==> src/rtl/blur_pkg.sv <==
// Shared types and kernel constants for the 3x3 Gaussian blur.
// The kernel [1 2 1; 2 4 2; 1 2 1] is the outer product of [1 2 1] with itself.
package blur_pkg;

  typedef enum logic [1:0] {
    IDLE,
    RUN,
    FLUSH
  } state_t;

  // 1-D weights; the 2-D kernel weight at (r, c) is K_1D[r] * K_1D[c].
  localparam int K_SIDE  = 1;
  localparam int K_MID   = 2;
  localparam int ROUND   = 8;
  localparam int SHIFT   = 4;
  localparam int ROW_W   = 10;
  localparam int TOTAL_W = 12;

  function automatic logic [ROW_W-1:0] row_sum(input logic [7:0] a, input logic [7:0] b,
                                               input logic [7:0] c);
    return ROW_W'(int'(a) * K_SIDE + int'(b) * K_MID + int'(c) * K_SIDE);
  endfunction

  function automatic logic [TOTAL_W-1:0] col_sum(input logic [ROW_W-1:0] a,
                                                 input logic [ROW_W-1:0] b,
                                                 input logic [ROW_W-1:0] c);
    return TOTAL_W'(int'(a) * K_SIDE + int'(b) * K_MID + int'(c) * K_SIDE);
  endfunction

  // Max total is 16*255 = 4080, so the rounded result always fits in 8 bits.
  function automatic logic [7:0] round_shift(input logic [TOTAL_W-1:0] total);
    return 8'((int'(total) + ROUND) >> SHIFT);
  endfunction

endpackage

==> src/rtl/blur_channel.sv <==
// Two-stage blur arithmetic for one 8-bit channel: row sums, then rounded total.
// Border pixels bypass the kernel and pass the centre tap through unchanged.
module blur_channel
  import blur_pkg::*;
(
  input  logic                 clock,
  input  logic                 reset_n,
  input  logic [2:0][2:0][7:0] taps,
  input  logic                 bypass,
  output logic [7:0]           pixel
);

  logic [2:0][ROW_W-1:0] row_q;
  logic [TOTAL_W-1:0]    total_q;
  logic [7:0]            centre_q1;
  logic [7:0]            centre_q2;
  logic                  bypass_q1;
  logic                  bypass_q2;

  // NOTE: datapath registers are reset too, so out_pixel reads 0 straight out of reset.
  always_ff @(posedge clock or negedge reset_n) begin
    if (!reset_n) begin
      row_q     <= '0;
      total_q   <= '0;
      centre_q1 <= '0;
      centre_q2 <= '0;
      bypass_q1 <= 1'b0;
      bypass_q2 <= 1'b0;
    end else begin
      // NOTE: non-blocking so stage 2 consumes the previous stage-1 values.
      for (int r = 0; r < 3; r++) begin
        row_q[r] <= row_sum(taps[r][0], taps[r][1], taps[r][2]);
      end
      centre_q1 <= taps[1][1];
      bypass_q1 <= bypass;
      total_q   <= col_sum(row_q[0], row_q[1], row_q[2]);
      centre_q2 <= centre_q1;
      bypass_q2 <= bypass_q1;
    end
  end

  assign pixel = bypass_q2 ? centre_q2 : round_shift(total_q);

endmodule

==> src/rtl/conv_blur_3x3.sv <==
// 3x3 blur on a streamed sliding window: tracks frame position, drives a
// FLUSH phase to drain the last WIDTH+1 centres, and emits coordinates with each pixel.
module conv_blur_3x3
  import blur_pkg::*;
#(
  parameter int WIDTH    = 640,
  parameter int HEIGHT   = 480,
  parameter int BUS_SIZE = 24
) (
  input  logic                               clock,
  input  logic                               reset_n,
  input  logic                               EN,
  input  logic                               sof,
  input  logic [2:0][2:0][BUS_SIZE-1:0]      window,
  output logic                               flush_en,
  output logic                               busy,
  output logic                               out_valid,
  output logic [BUS_SIZE-1:0]                out_pixel,
  output logic [$clog2(WIDTH)-1:0]           out_x,
  output logic [$clog2(HEIGHT)-1:0]          out_y,
  output logic                               frame_done,
  output logic                               overrun
);

  localparam int XW = $clog2(WIDTH);
  localparam int YW = $clog2(HEIGHT);
  localparam int KW = $clog2(WIDTH * HEIGHT);
  localparam int FW = $clog2(WIDTH + 1);

  state_t          state;
  logic [KW-1:0]   k;
  logic [KW-1:0]   k_eff;
  logic [XW-1:0]   cx;
  logic [YW-1:0]   cy;
  logic [FW-1:0]   flush_cnt;
  logic            strobe_run;
  logic            restart;
  logic            emit;
  logic            bypass;
  logic            is_last;

  logic            valid_q1, valid_q2;
  logic            last_q1, last_q2;
  logic [XW-1:0]   x_q1, x_q2;
  logic [YW-1:0]   y_q1, y_q2;

  // NOTE: every always_comb output gets a default first so no latch can be inferred.
  always_comb begin
    strobe_run = 1'b0;
    restart    = 1'b0;
    k_eff      = k;
    emit       = 1'b0;
    strobe_run = (state == RUN) && EN;
    restart    = EN && sof && (state != FLUSH);
    if (restart) k_eff = '0;
    // Flush cycles stand in for strobes so the trailing centres still come out.
    emit = (state == FLUSH) || (strobe_run && (k_eff >= KW'(WIDTH + 1)));
  end

  assign bypass  = (cx == '0) || (cx == XW'(WIDTH - 1)) || (cy == '0) || (cy == YW'(HEIGHT - 1));
  assign is_last = (cx == XW'(WIDTH - 1)) && (cy == YW'(HEIGHT - 1));

  always_ff @(posedge clock or negedge reset_n) begin
    if (!reset_n) begin
      state     <= IDLE;
      k         <= '0;
      cx        <= '0;
      cy        <= '0;
      flush_cnt <= '0;
      busy      <= 1'b0;
      flush_en  <= 1'b0;
      overrun   <= 1'b0;
      valid_q1  <= 1'b0;
      valid_q2  <= 1'b0;
      last_q1   <= 1'b0;
      last_q2   <= 1'b0;
      x_q1      <= '0;
      x_q2      <= '0;
      y_q1      <= '0;
      y_q2      <= '0;
    end else begin
      valid_q1 <= emit;
      last_q1  <= emit && is_last;
      x_q1     <= cx;
      y_q1     <= cy;
      valid_q2 <= valid_q1;
      last_q2  <= last_q1;
      x_q2     <= x_q1;
      y_q2     <= y_q1;

      if (restart) begin
        cx <= '0;
        cy <= '0;
      end else if (emit) begin
        if (cx == XW'(WIDTH - 1)) begin
          cx <= '0;
          cy <= (cy == YW'(HEIGHT - 1)) ? '0 : cy + YW'(1);
        end else begin
          cx <= cx + XW'(1);
        end
      end

      case (state)
        IDLE: begin
          if (restart) begin
            state <= RUN;
            k     <= KW'(1);
          end
        end
        RUN: begin
          if (strobe_run) begin
            if (k_eff == KW'(WIDTH * HEIGHT - 1)) begin
              state     <= FLUSH;
              busy      <= 1'b1;
              flush_en  <= 1'b1;
              flush_cnt <= '0;
            end else begin
              k <= k_eff + KW'(1);
            end
          end
        end
        FLUSH: begin
          if (EN) overrun <= 1'b1;
          if (flush_cnt == FW'(WIDTH)) begin
            state    <= IDLE;
            busy     <= 1'b0;
            flush_en <= 1'b0;
            k        <= '0;
          end else begin
            flush_cnt <= flush_cnt + FW'(1);
          end
        end
        default: state <= IDLE;
      endcase
    end
  end

  for (genvar g = 0; g < 3; g++) begin : g_ch
    logic [2:0][2:0][7:0] taps;

    always_comb begin
      for (int r = 0; r < 3; r++) begin
        for (int c = 0; c < 3; c++) begin
          taps[r][c] = window[r][c][8*g +: 8];
        end
      end
    end

    blur_channel u_channel (
      .clock   (clock),
      .reset_n (reset_n),
      .taps    (taps),
      .bypass  (bypass),
      .pixel   (out_pixel[8*g +: 8])
    );
  end

  assign out_valid  = valid_q2;
  assign out_x      = x_q2;
  assign out_y      = y_q2;
  assign frame_done = valid_q2 && last_q2;

endmodule
==> config.mk <==
export PLATFORM = sky130hd
export DESIGN_NAME = conv_blur_3x3
export DESIGN_NICKNAME = d
export VERILOG_FILES = /design/src/rtl/blur_pkg.sv /design/src/rtl/blur_channel.sv /design/src/rtl/conv_blur_3x3.sv
export SDC_FILE = /design/constraint.sdc
export NUM_CORES = 1
export LEC_CHECK = 0
export ABC_AREA = 1
export BUFFER_PORTS_ARGS = -buffer_cell sky130_fd_sc_hd__buf_2
export CORE_ASPECT_RATIO = 2
export CORE_UTILIZATION = 57
export DETAILED_ROUTE_END_ITERATION = 8
export MAX_ROUTING_LAYER = met4
export PLACE_DENSITY = 0.87
export SKIP_CTS_REPAIR_TIMING = 1
export SLEW_MARGIN = 25
export SYNTH_ARGS = -nofsm -noshare
export SYNTH_HDL_FRONTEND = slang
export SYNTH_SLANG_ARGS = --single-unit
==> constraint.sdc <==
create_clock -name clock -period 3.4 [get_ports clock]
set_input_delay 0.17 -clock clock [delete_from_list [all_inputs] [get_ports clock]]
set_output_delay 0.17 -clock clock [all_outputs]
set_load 0.01 [all_outputs]
==> impl_metrics.ini <==
[hold_path]
holdPathStages = 3
min_path_type = input port to flip-flop

[synth]
synth_top_area_cell = dfrtp_1
syn_area_sq_mm = 0.01492
synth_area_per_cell_sq_um = 10.29
synth_edf_count = 0
synthCells = 1450
yosysSeqAreaShare = 0.4376
yosysWarnings = 0
synth_top_area_frac = 0.4376
yosys_register_bits = 261
async_flop_share = 1.000
synth-main-ff-cell = dfrtp_1
synth_nets = 1892
synth.distinct_cells = 45
synth_area_leaders = dfrtp_1, fa_1, ha_1

[die]
ioPinCount = 268
floorplan.die.width_um = 116.4
initial_core_util = 0.5818
core_sq_mm = 0.02565
die_height_um = 230.8
core.rowCount = 83
dieArea_sq_mm = 0.02687

[route]
wl_per_cell_um = 17.74
drtIter0Drc = 523
viasPerCell = 5.345
drt.antenna.violating_nets = 0
postRouteWirelength_um = 37960
drt_pass1_iterations = 6
vias = 11439
drc = 0

[power]
switching_share = 0.4011
p_leak_nw = 9.178
cell_internal_pwr_w = 0.008121
p_per_area_mw_per_mm2 = 755.0
clkPwrFrac = 0.210
power_switching_w = 0.005438
pwr-share-comb = 0.461
total_power_w = 0.01356
irDropWorstVdd_mv = 0.4425
pwr-share-seq = 0.329

[sta]
relSlewSlack = 0.4852
max_freq_ghz = 0.3281
skew_ps = 12.03
report.final.slew_viol_count = 0
period_needed_ps = 3048
rsz0062_at_grt = false
fin_tns_setup_ps = 0
hold_ws_ps = -1.108
fin_crit_sh = 0.8965
finalSetupViolCount = 0
worst_pin_slew_ps = 764.2
finalHoldViolations = 1
setup_slack_ps = 351.9

[final_layout]
final_common_cell = nand2_1
final_area_sq_mm = 0.01796
drive_gt1_frac = 0.1922
layout_common_cells = nand2_1, buf_2, dfrtp_1
syn_to_final_growth_pct = 20.34
final_net_count = 2225
diodes = 0

[global_routing]
grt-ovfl-total = 0
grt_pass1_wl_um = 57440
grt_max_degree = 88
antenna_found_initial = 0
grt_usage = 0.2910
first_global_vias = 12071

[worst_setup_path]
critPathArrivalTime_ps = 3500
crit_type = flip-flop to flip-flop
ff2ff_path_depth = 16
end_kind = flip-flop
cp.required_ps = 3850
startpoint_type = flip-flop
crit_fanout = 21

[run_status]
violations = hold timing
outcome = complete, but fails checks

[clock_network]
max-clock-path-buffers = 3
cts.sinks = 261
cts_tree = built
root_buffer = clkbuf_16
h-tree-depth = 1
cts_buffers = 25
clk_latency_ps = 540
path_clk_slew_ps = 70

[placed_design]
dp_hpwl_um = 28460
placed_area_sq_mm = 0.01665
port_buffers = 267
dp_slack_ps = 390.4
globalplace.congestion = 0.8829

[flow_run]
cap_viol_max_count = 0
[path summary, 6_finish.rpt]
check                                      from                               endpoint  slack [ps]
max                        state[0]$_DFFE_PN0P_                      k[14]$_DFFE_PN0P_         350
min                                 window[120]  g_ch[0].u_channel.row_q[11]$_DFF_PN0_          -1
max reg2reg                state[0]$_DFFE_PN0P_                      k[14]$_DFFE_PN0P_         350
min reg2reg                   x_q1[2]$_DFF_PN0_                     out_x[2]$_DFF_PN0_         350
max in group asynchronous               reset_n               flush_cnt[2]$_DFFE_PN0P_        2240
min in group asynchronous               reset_n                     out_y[6]$_DFF_PN0_         180
[registers in the layout, indices dropped and copies added, names as in the netlist, 10 cells and up]
register and count:
g_ch.u_channel.centre_q1 24, g_ch.u_channel.centre_q2 24, out_x 10, x_q1 10, g_ch.u_channel.total_q 27, g_ch.u_channel.row_q 90
flush_cnt 10, cx 10, k 19
[metrics by stage]
step,utilization,instances
after global routing,0.7002,2140
after detailed placement,0.6492,2049
after global placement,0.6492,2049
after CTS,0.6818,2093
final,0.7002,2140
after floorplan,-,1450
[critical path: stages, from the launching register on]
cell and delay (ps):
dfrtp_1 410, inv_1 100, ha_1 530, inv_8 100, nand3_4 210, nand2_2 120
inv_1 90, ha_1 200, inv_1 50, nor2_1 180, nand2_2 130, nor2_4 160
nand3b_4 110, o21ai_2 120, buf_4 260, nand2_1 70, o21ai_1 110
[power groups by stage]
stage,combinational [W],clock [W],sequential (W)
2_1_floorplan,0.00442,0,0.00434
5_1_grt,0.00700,0.00299,0.00453
3_3_place_gp,0.00573,0,0.00446
4_1_cts,0.00612,0.00289,0.00444
6_report,0.00626,0.00285,0.00446
3_5_place_dp,0.00602,0,0.00448
[synth_stat cells, types with 6 or more instances]
cell        n
inv_1     166
o21ai_1    24
nor3_1     13
o21ai_0    62
nand3_1    67
fa_1       99
dfrtp_1   261
a21o_1     23
nor2_1     82
xor2_1     79
o21bai_1   10
nand2_1   272
ha_1      123
a21oi_1    65
xnor2_1    23
nand4_1    17
clkbuf_1    6
[routing by layer]
metal	global-route usage	part of all wire	up-vias
met5	-	0	-
met4	0.2151	0.086	0
met3	0.03859	0.043	176
met2	0.5231	0.54	393
met1	0.2722	0.33	5528
li1	-	-	5342
[logic make-up after synthesis]
| logic type | count (synthesis) | synth area share |
|---|---|---|
| XOR/XNOR | 102 | 0.05986 |
| AO/OA/AOI/OAI | 197 | 0.07378 |
| AND/OR/NAND/NOR | 480 | 0.1408 |
| buffers and inverters | 188 | 0.05206 |
| flip-flops | 261 | 0.4376 |
| adder cells (fa/ha/maj) | 222 | 0.2359 |
[final cells by class]
| class | count | area [sq um] |
|---|---|---|
| Fill cell | 1833 | 7691 |
| Multi-Input combinational cell | 1001 | 7616 |
| Sequential cell | 261 | 6531 |
| Timing Repair Buffer | 324 | 1904 |
| Clock buffer | 31 | 708.2 |
| Inverter | 170 | 646.9 |
| Tap cell | 340 | 425.4 |
| Clock inverter | 13 | 127.6 |
No activity file was read; power rests on OpenSTA's default activity.
